[src/rtl/machine_press_solver_pkg.sv]
// Shared types and helpers for the minimum-press light-panel solver.
package machine_solver_pkg;

  typedef enum logic [1:0] {
    IDLE   = 2'd0,
    SEARCH = 2'd1,
    RESULT = 2'd2
  } state_t;

  // Width needed to hold a count in the range 0..n.
  function automatic int unsigned cnt_w(input int unsigned n);
    return $clog2(n + 32'd1);
  endfunction

  // True when candidate a must replace candidate b: a hits and either b
  // misses, a needs fewer presses, or both tie and a has the lower subset.
  function automatic logic lane_beats(
    input logic        hit_a,
    input int unsigned pc_a,
    input int unsigned s_a,
    input logic        hit_b,
    input int unsigned pc_b,
    input int unsigned s_b
  );
    logic beats;
    if (!hit_a) begin
      beats = 1'b0;
    end else if (!hit_b) begin
      beats = 1'b1;
    end else if (pc_a != pc_b) begin
      beats = (pc_a < pc_b);
    end else begin
      beats = (s_a < s_b);
    end
    return beats;
  endfunction

endpackage

[src/rtl/machine_press_solver_chk.sv]
// Input-legality checks for accepted machine descriptors.
module machine_press_solver_chk #(
  parameter int unsigned MAX_NUM_LIGHTS  = 10,
  parameter int unsigned MAX_NUM_BUTTONS = 13
) (
  input logic                                 clk_i,
  input logic                                 rst_i,
  input logic                                 in_valid_i,
  input logic                                 in_ready_i,
  input logic [$clog2(MAX_NUM_LIGHTS+1)-1:0]  num_lights_i,
  input logic [$clog2(MAX_NUM_BUTTONS+1)-1:0] num_buttons_i
);

  a_legal_machine: assert property (@(posedge clk_i) disable iff (rst_i)
    (in_valid_i && in_ready_i) |->
      ((32'(num_lights_i) != 32'd0) &&
       (32'(num_lights_i) <= MAX_NUM_LIGHTS) &&
       (32'(num_buttons_i) <= MAX_NUM_BUTTONS)));

endmodule

[src/rtl/machine_press_solver_lane.sv]
// One search lane: XOR of the selected buttons compared against the target
// on the active lights, plus the number of buttons pressed.
module subset_lane_eval #(
  parameter int unsigned NL   = 10,
  parameter int unsigned NB   = 13,
  parameter int unsigned PC_W = 4
) (
  input  logic [NB-1:0]         subset_i,
  input  logic [NB-1:0][NL-1:0] buttons_i,
  input  logic [NL-1:0]         target_i,
  input  logic [NL-1:0]         light_mask_i,
  output logic                  hit_o,
  output logic [PC_W-1:0]       popcount_o
);

  logic [NL-1:0]   acc_s;
  logic [PC_W-1:0] pc_s;

  // Accumulate toggles and press count of the selected buttons.
  always_comb begin
    acc_s = {NL{1'b0}};
    pc_s  = {PC_W{1'b0}};
    for (int b = 0; b < int'(NB); b++) begin
      if (subset_i[b]) begin
        acc_s = acc_s ^ buttons_i[b];
        pc_s  = pc_s + PC_W'(1);
      end else begin
        acc_s = acc_s;
        pc_s  = pc_s;
      end
    end
    hit_o      = (((acc_s ^ target_i) & light_mask_i) == {NL{1'b0}});
    popcount_o = pc_s;
  end

endmodule

[src/rtl/machine_press_solver.sv]
// Exhaustive GF(2) minimum-press solver, LANES subsets per cycle.
// Optional running press total enabled by defining CFG_SOLVER_TOTAL_EN.
module machine_press_solver
  import machine_solver_pkg::*;
#(
  parameter int unsigned MAX_NUM_LIGHTS  = 10,
  parameter int unsigned MAX_NUM_BUTTONS = 13,
  parameter int unsigned LANES           = 4,
  parameter int unsigned TOTAL_W         = 32
) (
  input  logic                                            clk_i,
  input  logic                                            rst_i,
  input  logic                                            in_valid_i,
  output logic                                            in_ready_o,
  input  logic [$clog2(MAX_NUM_LIGHTS+1)-1:0]             in_num_lights_i,
  input  logic [$clog2(MAX_NUM_BUTTONS+1)-1:0]            in_num_buttons_i,
  input  logic [MAX_NUM_LIGHTS-1:0]                       in_target_i,
  input  logic [MAX_NUM_BUTTONS-1:0][MAX_NUM_LIGHTS-1:0]  in_buttons_i,
  output logic                                            out_valid_o,
  input  logic                                            out_ready_i,
  output logic                                            out_found_o,
  output logic [$clog2(MAX_NUM_BUTTONS+1)-1:0]            out_presses_o,
  output logic [MAX_NUM_BUTTONS-1:0]                      out_mask_o
`ifdef CFG_SOLVER_TOTAL_EN
  ,
  output logic [TOTAL_W-1:0]                              total_presses_o
`endif
);

  localparam int unsigned NB     = MAX_NUM_BUTTONS;
  localparam int unsigned NL     = MAX_NUM_LIGHTS;
  localparam int unsigned CNT_W  = cnt_w(MAX_NUM_BUTTONS);
  localparam int unsigned BASE_W = MAX_NUM_BUTTONS + 1;
  localparam int unsigned NODES  = 2 * LANES - 1;

  state_t                state_q, state_d;
  logic [CNT_W-1:0]      nb_q, nb_d;
  logic [NL-1:0]         light_mask_q, light_mask_d;
  logic [NL-1:0]         target_q, target_d;
  logic [NB-1:0][NL-1:0] buttons_q, buttons_d;
  logic [BASE_W-1:0]     base_q, base_d;
  logic [CNT_W-1:0]      best_q, best_d;
  logic [NB-1:0]         best_mask_q, best_mask_d;
  logic                  found_q, found_d;
  logic                  in_ready_q, in_ready_d;
  logic                  out_valid_q, out_valid_d;
  logic                  out_found_q, out_found_d;
  logic [CNT_W-1:0]      out_presses_q, out_presses_d;
  logic [NB-1:0]         out_mask_q, out_mask_d;

  logic [BASE_W-1:0]     limit_s;
  logic [BASE_W-1:0]     lane_s_s   [LANES];
  logic                  lane_raw_s [LANES];
  logic                  lane_hit_s [LANES];
  logic [CNT_W-1:0]      lane_pc_s  [LANES];
  logic                  win_hit_s;
  logic [CNT_W-1:0]      win_pc_s;
  logic [NB-1:0]         win_s_s;

  assign limit_s = BASE_W'(1) << nb_q;

  for (genvar k = 0; k < int'(LANES); k++) begin : g_lane
    assign lane_s_s[k] = base_q + BASE_W'(k);

    subset_lane_eval #(.NL(NL), .NB(NB), .PC_W(CNT_W)) u_lane (
      .subset_i     (lane_s_s[k][NB-1:0]),
      .buttons_i    (buttons_q),
      .target_i     (target_q),
      .light_mask_i (light_mask_q),
      .hit_o        (lane_raw_s[k]),
      .popcount_o   (lane_pc_s[k])
    );

    // Subsets past the end of the search space never count as hits.
    assign lane_hit_s[k] = lane_raw_s[k] && (lane_s_s[k] < limit_s);
  end

  // Min-reduction tree over lanes; left children always carry lower subsets.
  always_comb begin
    logic             node_hit [NODES];
    logic [CNT_W-1:0] node_pc  [NODES];
    logic [NB-1:0]    node_s   [NODES];
    for (int k = 0; k < int'(LANES); k++) begin
      node_hit[int'(LANES) - 1 + k] = lane_hit_s[k];
      node_pc[int'(LANES) - 1 + k]  = lane_pc_s[k];
      node_s[int'(LANES) - 1 + k]   = lane_s_s[k][NB-1:0];
    end
    for (int i = int'(LANES) - 2; i >= 0; i--) begin
      if (lane_beats(node_hit[2*i+2], 32'(node_pc[2*i+2]), 32'(node_s[2*i+2]),
                     node_hit[2*i+1], 32'(node_pc[2*i+1]), 32'(node_s[2*i+1]))) begin
        node_hit[i] = node_hit[2*i+2];
        node_pc[i]  = node_pc[2*i+2];
        node_s[i]   = node_s[2*i+2];
      end else begin
        node_hit[i] = node_hit[2*i+1];
        node_pc[i]  = node_pc[2*i+1];
        node_s[i]   = node_s[2*i+1];
      end
    end
    win_hit_s = node_hit[0];
    win_pc_s  = node_pc[0];
    win_s_s   = node_s[0];
  end

  // FSM next-state and datapath updates.
  always_comb begin
    state_d       = state_q;
    nb_d          = nb_q;
    light_mask_d  = light_mask_q;
    target_d      = target_q;
    buttons_d     = buttons_q;
    base_d        = base_q;
    best_d        = best_q;
    best_mask_d   = best_mask_q;
    found_d       = found_q;
    out_found_d   = out_found_q;
    out_presses_d = out_presses_q;
    out_mask_d    = out_mask_q;
    case (state_q)
      IDLE: begin
        if (in_valid_i && in_ready_q) begin
          nb_d      = in_num_buttons_i;
          target_d  = in_target_i;
          buttons_d = in_buttons_i;
          for (int i = 0; i < int'(NL); i++) begin
            light_mask_d[i] = (32'(i) < 32'(in_num_lights_i));
          end
          base_d      = {BASE_W{1'b0}};
          best_d      = {CNT_W{1'b1}};
          best_mask_d = {NB{1'b0}};
          found_d     = 1'b0;
          state_d     = SEARCH;
        end else begin
          state_d = IDLE;
        end
      end
      SEARCH: begin
        if (win_hit_s && (win_pc_s < best_q)) begin
          best_d      = win_pc_s;
          best_mask_d = win_s_s;
          found_d     = 1'b1;
        end else begin
          best_d = best_q;
        end
        base_d = base_q + BASE_W'(LANES);
        if ((base_q + BASE_W'(LANES)) >= limit_s) begin
          out_found_d   = found_d;
          out_presses_d = best_d;
          out_mask_d    = best_mask_d;
          state_d       = RESULT;
        end else begin
          state_d = SEARCH;
        end
      end
      RESULT: begin
        if (out_ready_i) begin
          state_d = IDLE;
        end else begin
          state_d = RESULT;
        end
      end
      default: begin
        state_d = IDLE;
      end
    endcase
    in_ready_d  = (state_d == IDLE);
    out_valid_d = (state_d == RESULT);
  end

  // State and output registers with synchronous reset.
  always_ff @(posedge clk_i) begin
    if (rst_i) begin
      state_q       <= IDLE;
      nb_q          <= {CNT_W{1'b0}};
      light_mask_q  <= {NL{1'b0}};
      target_q      <= {NL{1'b0}};
      buttons_q     <= '0;
      base_q        <= {BASE_W{1'b0}};
      best_q        <= {CNT_W{1'b1}};
      best_mask_q   <= {NB{1'b0}};
      found_q       <= 1'b0;
      in_ready_q    <= 1'b1;
      out_valid_q   <= 1'b0;
      out_found_q   <= 1'b0;
      out_presses_q <= {CNT_W{1'b1}};
      out_mask_q    <= {NB{1'b0}};
    end else begin
      state_q       <= state_d;
      nb_q          <= nb_d;
      light_mask_q  <= light_mask_d;
      target_q      <= target_d;
      buttons_q     <= buttons_d;
      base_q        <= base_d;
      best_q        <= best_d;
      best_mask_q   <= best_mask_d;
      found_q       <= found_d;
      in_ready_q    <= in_ready_d;
      out_valid_q   <= out_valid_d;
      out_found_q   <= out_found_d;
      out_presses_q <= out_presses_d;
      out_mask_q    <= out_mask_d;
    end
  end

  assign in_ready_o    = in_ready_q;
  assign out_valid_o   = out_valid_q;
  assign out_found_o   = out_found_q;
  assign out_presses_o = out_presses_q;
  assign out_mask_o    = out_mask_q;

`ifdef CFG_SOLVER_TOTAL_EN
  logic [TOTAL_W-1:0] total_q, total_d;

  // Add the press count of every solved machine as it is handed off.
  always_comb begin
    if (out_valid_q && out_ready_i && out_found_q) begin
      total_d = total_q + TOTAL_W'(out_presses_q);
    end else begin
      total_d = total_q;
    end
  end

  // Running total register, cleared only by reset.
  always_ff @(posedge clk_i) begin
    if (rst_i) begin
      total_q <= {TOTAL_W{1'b0}};
    end else begin
      total_q <= total_d;
    end
  end

  assign total_presses_o = total_q;
`endif

  machine_press_solver_chk #(
    .MAX_NUM_LIGHTS  (MAX_NUM_LIGHTS),
    .MAX_NUM_BUTTONS (MAX_NUM_BUTTONS)
  ) u_chk (
    .clk_i         (clk_i),
    .rst_i         (rst_i),
    .in_valid_i    (in_valid_i),
    .in_ready_i    (in_ready_q),
    .num_lights_i  (in_num_lights_i),
    .num_buttons_i (in_num_buttons_i)
  );

endmodule

[config.mk]
export PLATFORM = sky130hd
export DESIGN_NAME = machine_press_solver
export DESIGN_NICKNAME = d
export VERILOG_FILES = /design/src/rtl/machine_press_solver_pkg.sv /design/src/rtl/machine_press_solver_chk.sv /design/src/rtl/machine_press_solver_lane.sv /design/src/rtl/machine_press_solver.sv
export SDC_FILE = /design/constraint.sdc
export NUM_CORES = 1
export LEC_CHECK = 0
export ABC_AREA = 1
export BUFFER_PORTS_ARGS = -buffer_cell sky130_fd_sc_hd__buf_2
export CAP_MARGIN = 25
export CORE_ASPECT_RATIO = 1.25
export CORE_MARGIN = 2
export CORE_UTILIZATION = 37
export DETAILED_ROUTE_END_ITERATION = 12
export PLACE_DENSITY_LB_ADDON = 0.12
export REMOVE_ABC_BUFFERS = 1
export SYNTH_ARGS = -nofsm -noshare
export SYNTH_HDL_FRONTEND = slang
export SYNTH_SLANG_ARGS = --single-unit
[constraint.sdc]
create_clock -name clk_i -period 12.9 [get_ports clk_i]
set_clock_uncertainty 0.1 [all_clocks]
set_input_delay 1.29 -clock clk_i [delete_from_list [all_inputs] [get_ports clk_i]]
set_output_delay 1.29 -clock clk_i [all_outputs]
set_load 0.01 [all_outputs]
==> impl_results.md, run 1 <==
- CTS root buffer: clkbuf_16
- Crit path launch type: flip-flop
- Vias in the first global route: 21300
- Initial antenna violation count: 3
- Final worst-path cycle share: 86.1%
- Overall routing resource usage: between 20% and 30%
- PwrDens: 163 mW/mm^2
- Most frequent CP cell: nand2_1
- Post-Syn Area per Cell: 5.50 um^2
- Synth area leaders: nand2_1 29%, dfxtp_1 19%, nand3_1 8.4%, inv_1 7.6%, ha_1 7.1%
- # IOs: 172
- Clk pin slew, worst setup/hold paths: 0.06 ns
- Clock Latency Late Sink: 0.58 ns
- Hold_ws: 0.359 ns
- DRT iter0 DRCs: 1014
- Synth warn: 0
- DPL Wire Length: 53300 um
- Final setup violation count: 0
- Placed cell count: 4685
- NumNets Final: between 4000 and 5000
- Die Y: 272 um
- Post-placement worst setup slack: 1.69 ns
- CTS Sinks: ~210
- Top cell type's share of synthesized area: ~29%
- Post-synthesis sequential area ratio: 19.4%
- Die area: 0.0595 mm^2
- Largest net degree at the start of global routing: ~200
- Via count: 23100
- Antenna diode count: 0
- Rel. slew slack: approximately 33%
- Overall power: 0.00384 W
- Post-synthesis cell type count: 46
- I/O Buffers: 171
- Pins Over Slew Limit: 0
- Worst path slowest cell: dfxtp_1
- Post-synth EDFFs: 0
- Main synth FF type: dfxtp_1
- Most frequent cell after synthesis: nand2_1
- Max incr delay on CP: ~0.89 ns
- Vias/cell: 4.89
- Postcts setup bufs: 0
- Final Hold Vio Count: 0
- Worst r2r src: base_q[3]
- Placeable core area: 0.0570 mm^2
- Final setup TNS: 0 ns
- Die width: around 220 um
- CP max FO: 18
- Initial Util: a little under two fifths
- Post-Layout Cell Count: 4728
- Mapped Cells: 3870
- Min cycle time layout: roughly 11 ns
- Worst VDD drop: 0.109 mV
- Critical Path AT: 11.44 ns
- Cts hold-fix bufs: 0
- Area leader, netlist: nand2_1
- Routed wire length: between 70000 and 80000 um
- Slew @ Worst Pin: 0.998 ns
- Leak: between 10 and 15 nW
- Num CTS Buffers: 25
- # H-tree levels: 1
- CP Launch Point: base_q[3]
- Outcome: complete, no violations
- Hold Crit Start: out_presses_o[2]
- Max Cap Viol: 0
- Worst reg2reg path depth: 60
- Post-route antenna net violation count: 0
- Total grt overflow: 0
- Crit end category: flip-flop
- Global-route wire length before repair: 112000 um
- TritonCTS clock tree: built
- Post-cts resize count: 0
- Average wire per standard cell: approximately 15 um
- Routability cong.: between 0.8 and 0.9
- Synth cell count leaders: 1618 x nand2_1, 432 x inv_1, 357 x nand3_1
- Post-route DRC violation count: 0
- Max clock buf depth: 3
- Pre-antenna DRT Iters: 5
- Synth Cell Area: 0.0213 mm^2
- Register bit count reported by yosys: 206
- Max Freq: 90.1 MHz
- Worst Hold Depth: 2
- Crit Path Class: flip-flop to flip-flop
- Critical Path RT: 13.24 ns
- Setup ws final: between 1.5 and 2 ns
- Share of cells above drive strength 1: between 7 and 8%
- RSZ-0062 raised after global routing: no
- Asr flop ratio synth: 0%
- Row count: 98
- Min-delay worst type: flip-flop to flip-flop
- Synth-to-Final Area Change: 10.4%
layout by cell type (no fill, tap or decap), drive strengths merged, types with 2 or more instances in the layout:
cell,instances
o211ai,9
conb,6
a2111oi,2
clkinvlp,3
a211oi,5
o31ai,3
xnor2,59
clkinv,4
o21a,3
fa,4
or2,12
a21oi,121
o21bai,2
nand3b,39
a21o,2
inv,443
nand3,358
o21ai,195
nor3,10
nor2,331
dfxtp,206
buf,194
bufinv,2
a21boi,2
a31oi,5
nand4,62
and2,5
nand2,1650
mux2i,2
clkbuf,34
ha,121
o221ai,2
xor2,79
sequential cells by signal, indices dropped and copies added (netlist names):
name,cells
nb_q,4
buttons_q,130
best_q,4
out_valid_o,1
out_found_o,1
target_q,10
best_mask_q,13
found_q,1
in_ready_o,1
state_q,2
out_mask_o,13
out_presses_o,4
light_mask_q,10
base_q,12
worst max-delay path: cells and delay by family, from the launching register on:
kind            cells  cell delay [ns]
flops               1             0.89
simple gates       27             3.84
compound gates      9             1.51
fa+ha+maj          12             3.17
buf+inv            11             1.20
mux                 1             0.21
cell families after synthesis:
kind of cell / synth area share, %
compound gates: 8.81
xor+xnor: 5.68
fa+ha+maj: 7.49
buf+inv: 10.7
flops: 19.4
mux: 0.0941
other cells: 0.0176
simple gates: 47.8
report_power, final:
| group | switching, W | internal, W | total (W) |
|---|---|---|---|
| clock | 0.000306 | 0.000420 | 0.000726 |
| sequential | 0.000175 | 0.000828 | 0.00100 |
| combinational | 0.00138 | 0.000725 | 0.00211 |
stage by stage:
| stage | instance area (um^2) | utilization (%) |
|---|---|---|
| 3_5_place_dp | 22700 | 39.8 |
| 3_3_place_gp | 22700 | 39.8 |
| 4_1_cts | 23500 | 41.2 |
| 6_report | 23500 | 41.2 |
| 2_1_floorplan | 20700 | - |
| 5_1_grt | 23500 | 41.2 |
layout make-up:
cell class,instances,area [um^2]
well taps,750,938
flip-flops and latches,206,4130
clock inverters,9,118
multi-input cells,3092,14900
repair buffers,194,1040
inverters,443,1670
fillers,6406,33500
clock buffers,34,699
worst paths after layout:
path	end	slack [ns]
setup reg to reg	best_q[3]	1.80
hold / removal	out_presses_o[2]	0.36
setup / recovery	best_q[3]	1.80
hold reg to reg	out_presses_o[2]	0.36
per-layer routing:
layer	track usage, %	routed length, um
met1	28.3	30800
met2	43.8	35100
met3	2.01	2670
met5	0	14
met4	7.93	2350
Power figures use the tool's default switching activity.
==> run 2, diff against run 1 <==
--- a/config.mk
+++ b/config.mk
@@ -16,4 +16,5 @@
 export REMOVE_ABC_BUFFERS = 1
 export SYNTH_ARGS = -nofsm -noshare
 export SYNTH_HDL_FRONTEND = slang
+export SYNTH_HIERARCHICAL = 1
 export SYNTH_SLANG_ARGS = --single-unit
==> run 2 against run 1 <==
Die area is 1.1% higher. Sequential cell count unchanged. Routed wire length decreased by 12%. Count of clock-buffer cells in the layout decreased by 2. Non-clock buffer count increased by 5.
==> impl_results.md, run 2 <==
- Placeable core area: 0.0574 mm^2 (was 0.0570 mm^2)
- Global-route wire length before repair: 101000 um (was 112000 um)
- Vias in the first global route: 19700 (was 21300)
- Met3 wire len: 1890 um (was 2670 um)
- Overall power: 0.00455 W (was 0.00384 W)
- Hold Crit Start: out_presses_o[3] (was out_presses_o[2])
- Area leader, netlist: nand2_1 (unchanged)
- Commonest non-fill, non-tap cells in the layout: 1146 x nand2_1, 408 x nor2_1, 309 x inv_1 (was 1618 x nand2_1, 431 x inv_1, 357 x nand3_1)
- Post-synthesis cell type count: 47 (was 46)
- Initial Util: 37.5% (was 37.3%)
- Register bit count reported by yosys: 206 (unchanged)
- Critical Path RT: 13.21 ns (was 13.24 ns)
- Worst path slowest cell: a211oi_4 (was dfxtp_1)
- CTS Sinks: 206 (unchanged)
- Met2 Routed Length: 30700 um (was 35100 um)
- Hold_ws: 0.358 ns (was 0.359 ns)
- CP max FO: 19 (was 18)
- Worst VDD drop: 0.139 mV (was 0.109 mV)
- Met1 WL: 28500 um (was 30800 um)
- Post-route antenna net violation count: 0 (unchanged)
- Clock Latency Late Sink: 0.56 ns (was 0.58 ns)
- Min-delay worst type: flip-flop to flip-flop (unchanged)
- Critical Path AT: 11.13 ns (was 11.44 ns)
- Cts hold-fix bufs: 0 (unchanged)
- Synth warn: 6 (was 0)
- Share of cells above drive strength 1: 11.2% (was 7.52%)
- CP Launch Point: base_q[3] (unchanged)
- # H-tree levels: 1 (unchanged)
- Slew @ Worst Pin: 0.970 ns (was 0.998 ns)
- Synth area leaders: nand2_1 20%, dfxtp_1 19%, xnor2_1 12%, xor2_1 7.8%, nor2_1 7.2% (was nand2_1 29%, dfxtp_1 19%, nand3_1 8.4%, inv_1 7.6%, ha_1 7.1%)
- Pins Over Slew Limit: 0 (unchanged)
- Max Cap Viol: 0 (unchanged)
- Via count: 20500 (was 23100)
- Initial antenna violation count: 3 (unchanged)
- Synth Area in Compound Gates: 8.29% (was 8.81%)
- Post-synth EDFFs: 0 (unchanged)
- # IOs: 172 (unchanged)
- TritonCTS clock tree: built (unchanged)
- Synth-to-Final Area Change: 11.2% (was 10.4%)
- Outcome: complete, no violations (unchanged)
- Area of the multi-input gates: 0.0157 mm^2 (was 0.0149 mm^2)
- Storage cell area: 0.00413 mm^2 (about the same)
- Vias/cell: 4.66 (was 4.89)
- Max incr delay on CP: 0.70 ns (was 0.89 ns)
- Leak: 10.8 nW (was 13.2 nW)
- Top cell type's share of synthesized area: 20.0% (was 28.5%)
- Synth Area in XOR/XNOR: 20.3% (was 5.68%)
- Max Freq: 92.4 MHz (was 90.1 MHz)
- Commonest non-fill, non-tap cell in the layout: nand2_1 (unchanged)
- Mapped Cells: 3507 (was 3870)
- I/O Buffers: 171 (unchanged)
- Die area: 0.0601 mm^2 (was 0.0595 mm^2)
- Placed cell count: 4343 (was 4685)
- Largest Register: buttons_q (unchanged)
- DPL Wire Length: 46700 um (was 53300 um)
- Overall routing resource usage: 20.9% (was 23.6%)
- Largest net degree at the start of global routing: 116 (was 203)
- Routed wire length: 62700 um (was 71000 um)
- Crit Path Class: flip-flop to flip-flop (unchanged)
- Post-cts resize count: 0 (unchanged)
- Row count: 98 (unchanged)
- Synth cell count leaders: 1146 x nand2_1, 410 x nor2_1, 311 x inv_1 (was 1618 x nand2_1, 432 x inv_1, 357 x nand3_1)
- Mux share of post-synthesis cell area: 0% (was 0.0941%)
- Synth Area in Simple Gates: 37.0% (was 47.8%)
- Crit path launch type: flip-flop (unchanged)
- Post-synthesis sequential area ratio: 19.2% (was 19.4%)
- Final setup TNS: 0 ns (unchanged)
- Final worst-path cycle share: 83.9% (was 86.1%)
- Total grt overflow: 0 (unchanged)
- Largest family of logic cells by synthesized area: simple AND/OR/NAND/NOR gates (unchanged)
- Num CTS Buffers: 25 (unchanged)
- Post-Layout Cell Count: 4391 (was 4728)
- CTS root buffer: clkbuf_16 (unchanged)
- PwrDens: 190 mW/mm^2 (was 163 mW/mm^2)
- NumNets Final: 3895 (was 4239)
- Filler Cell Count: 6360 (was 6406)
- Synth Cell Area: 0.0215 mm^2 (was 0.0213 mm^2)
- Min cycle time layout: 10.82 ns (was 11.10 ns)
- Worst r2r src: base_q[3] (unchanged)
- Top layer in use: met5 (unchanged)
- Post-route DRC violation count: 0 (unchanged)
- Adder-cell share of the synthesized area: 7.04% (was 7.49%)
- Most frequent CP cell: nand2_1 (unchanged)
- DRT iter0 DRCs: 801 (was 1014)
- Final setup violation count: 0 (unchanged)
- Max reg flops: 130 (unchanged)
- Rel. slew slack: 35.3% (was 33.5%)
- Asr flop ratio synth: 0% (unchanged)
- RSZ-0062 raised after global routing: no (unchanged)
- Final Hold Vio Count: 0 (unchanged)
- Crit end category: flip-flop (unchanged)
- Antenna diode count: 0 (unchanged)
- Die Y: 274 um (was 272 um)
- Routability cong.: 0.816 (was 0.874)
- Postcts setup bufs: 0 (unchanged)
- Most frequent cell after synthesis: nand2_1 (unchanged)
- Max clock buf depth: 3 (unchanged)
- Die width: 220 um (was 219 um)
- Pre-antenna DRT Iters: 5 (unchanged)
- Average wire per standard cell: 14.3 um (was 15.0 um)
- Clk pin slew, worst setup/hold paths: 0.06 ns (about the same)
- Post-layout util: 41.7% (was 41.2%)
- Main synth FF type: dfxtp_1 (unchanged)
- Post-Syn Area per Cell: 6.14 um^2 (was 5.50 um^2)
[run 2: changes by cell type in the layout (fill, tap and decap cells not counted), moves of 60 or more]
cell	before	now
nand3_1	357	162
nand2_2	29	89
inv_1	431	309
nor2_1	326	408
nand2_1	1618	1146
xnor2_1	59	307
xor2_1	79	192
[run 2: path summary, 6_finish.rpt]
check                           depth (start not counted)               end  slack (ns)
worst max register to register                         62         best_q[3]        2.08
worst max-delay path                                   62         best_q[3]        2.08
worst min register to register                          2  out_presses_o[3]        0.36
worst min-delay path                                    2  out_presses_o[3]        0.36
[run 2: final cells by class]
type | count | share of cell area, %
Clock buffer | 32 | 2.93
Clock inverter | 14 | 0.481
Inverter | 316 | 4.98
Multi-Input combinational cell | 2874 | 65.8
Sequential cell | 206 | 17.3
Tap cell | 750 | 3.92
Timing Repair Buffer | 199 | 4.59
[run 2: cells by family (layout without fill, tap and decap cells)]
group,Yosys count,after routing
xor gates and xnor gates,499,499
adders and majority gates,121,121
other,2,29
and+or+nand+nor,1902,1902
DFF,206,206
buffers and inverters,454,561
AOI/OAI and AO/OA,323,323
[run 2: metrics by stage]
step                      setup WS [ns]  cell area, um^2
after global placement             2.22            23100
after floorplan                    2.28            21000
after CTS                          2.04            23900
final                              2.08            23900
after global routing              0.926            23900
after detailed placement           2.08            23100
[run 2: worst max-delay path, delay by kind of cell, from the launching register on]
family | cells | cell delay (ns)
compound gates | 8 | 1.83
buf+inv | 10 | 1.27
fa+ha+maj | 13 | 3.93
flops | 1 | 0.33
simple gates | 31 | 3.14
[run 2: routing by layer]
layer	vias up	global-route usage, %
li1	11100	-
met1	9056	25.7
met2	254	38.5
met3	77	2.09
met4	2	5.63
met5	-	0
[run 2: power by group]
part / total, W / internal, W / switching, W / leakage [nW]
combinational: 0.00274 / 0.00101 / 0.00174 / 8.65
clock: 0.000709 / 0.000406 / 0.000302 / 0.406
sequential: 0.00110 / 0.000845 / 0.000253 / 1.70
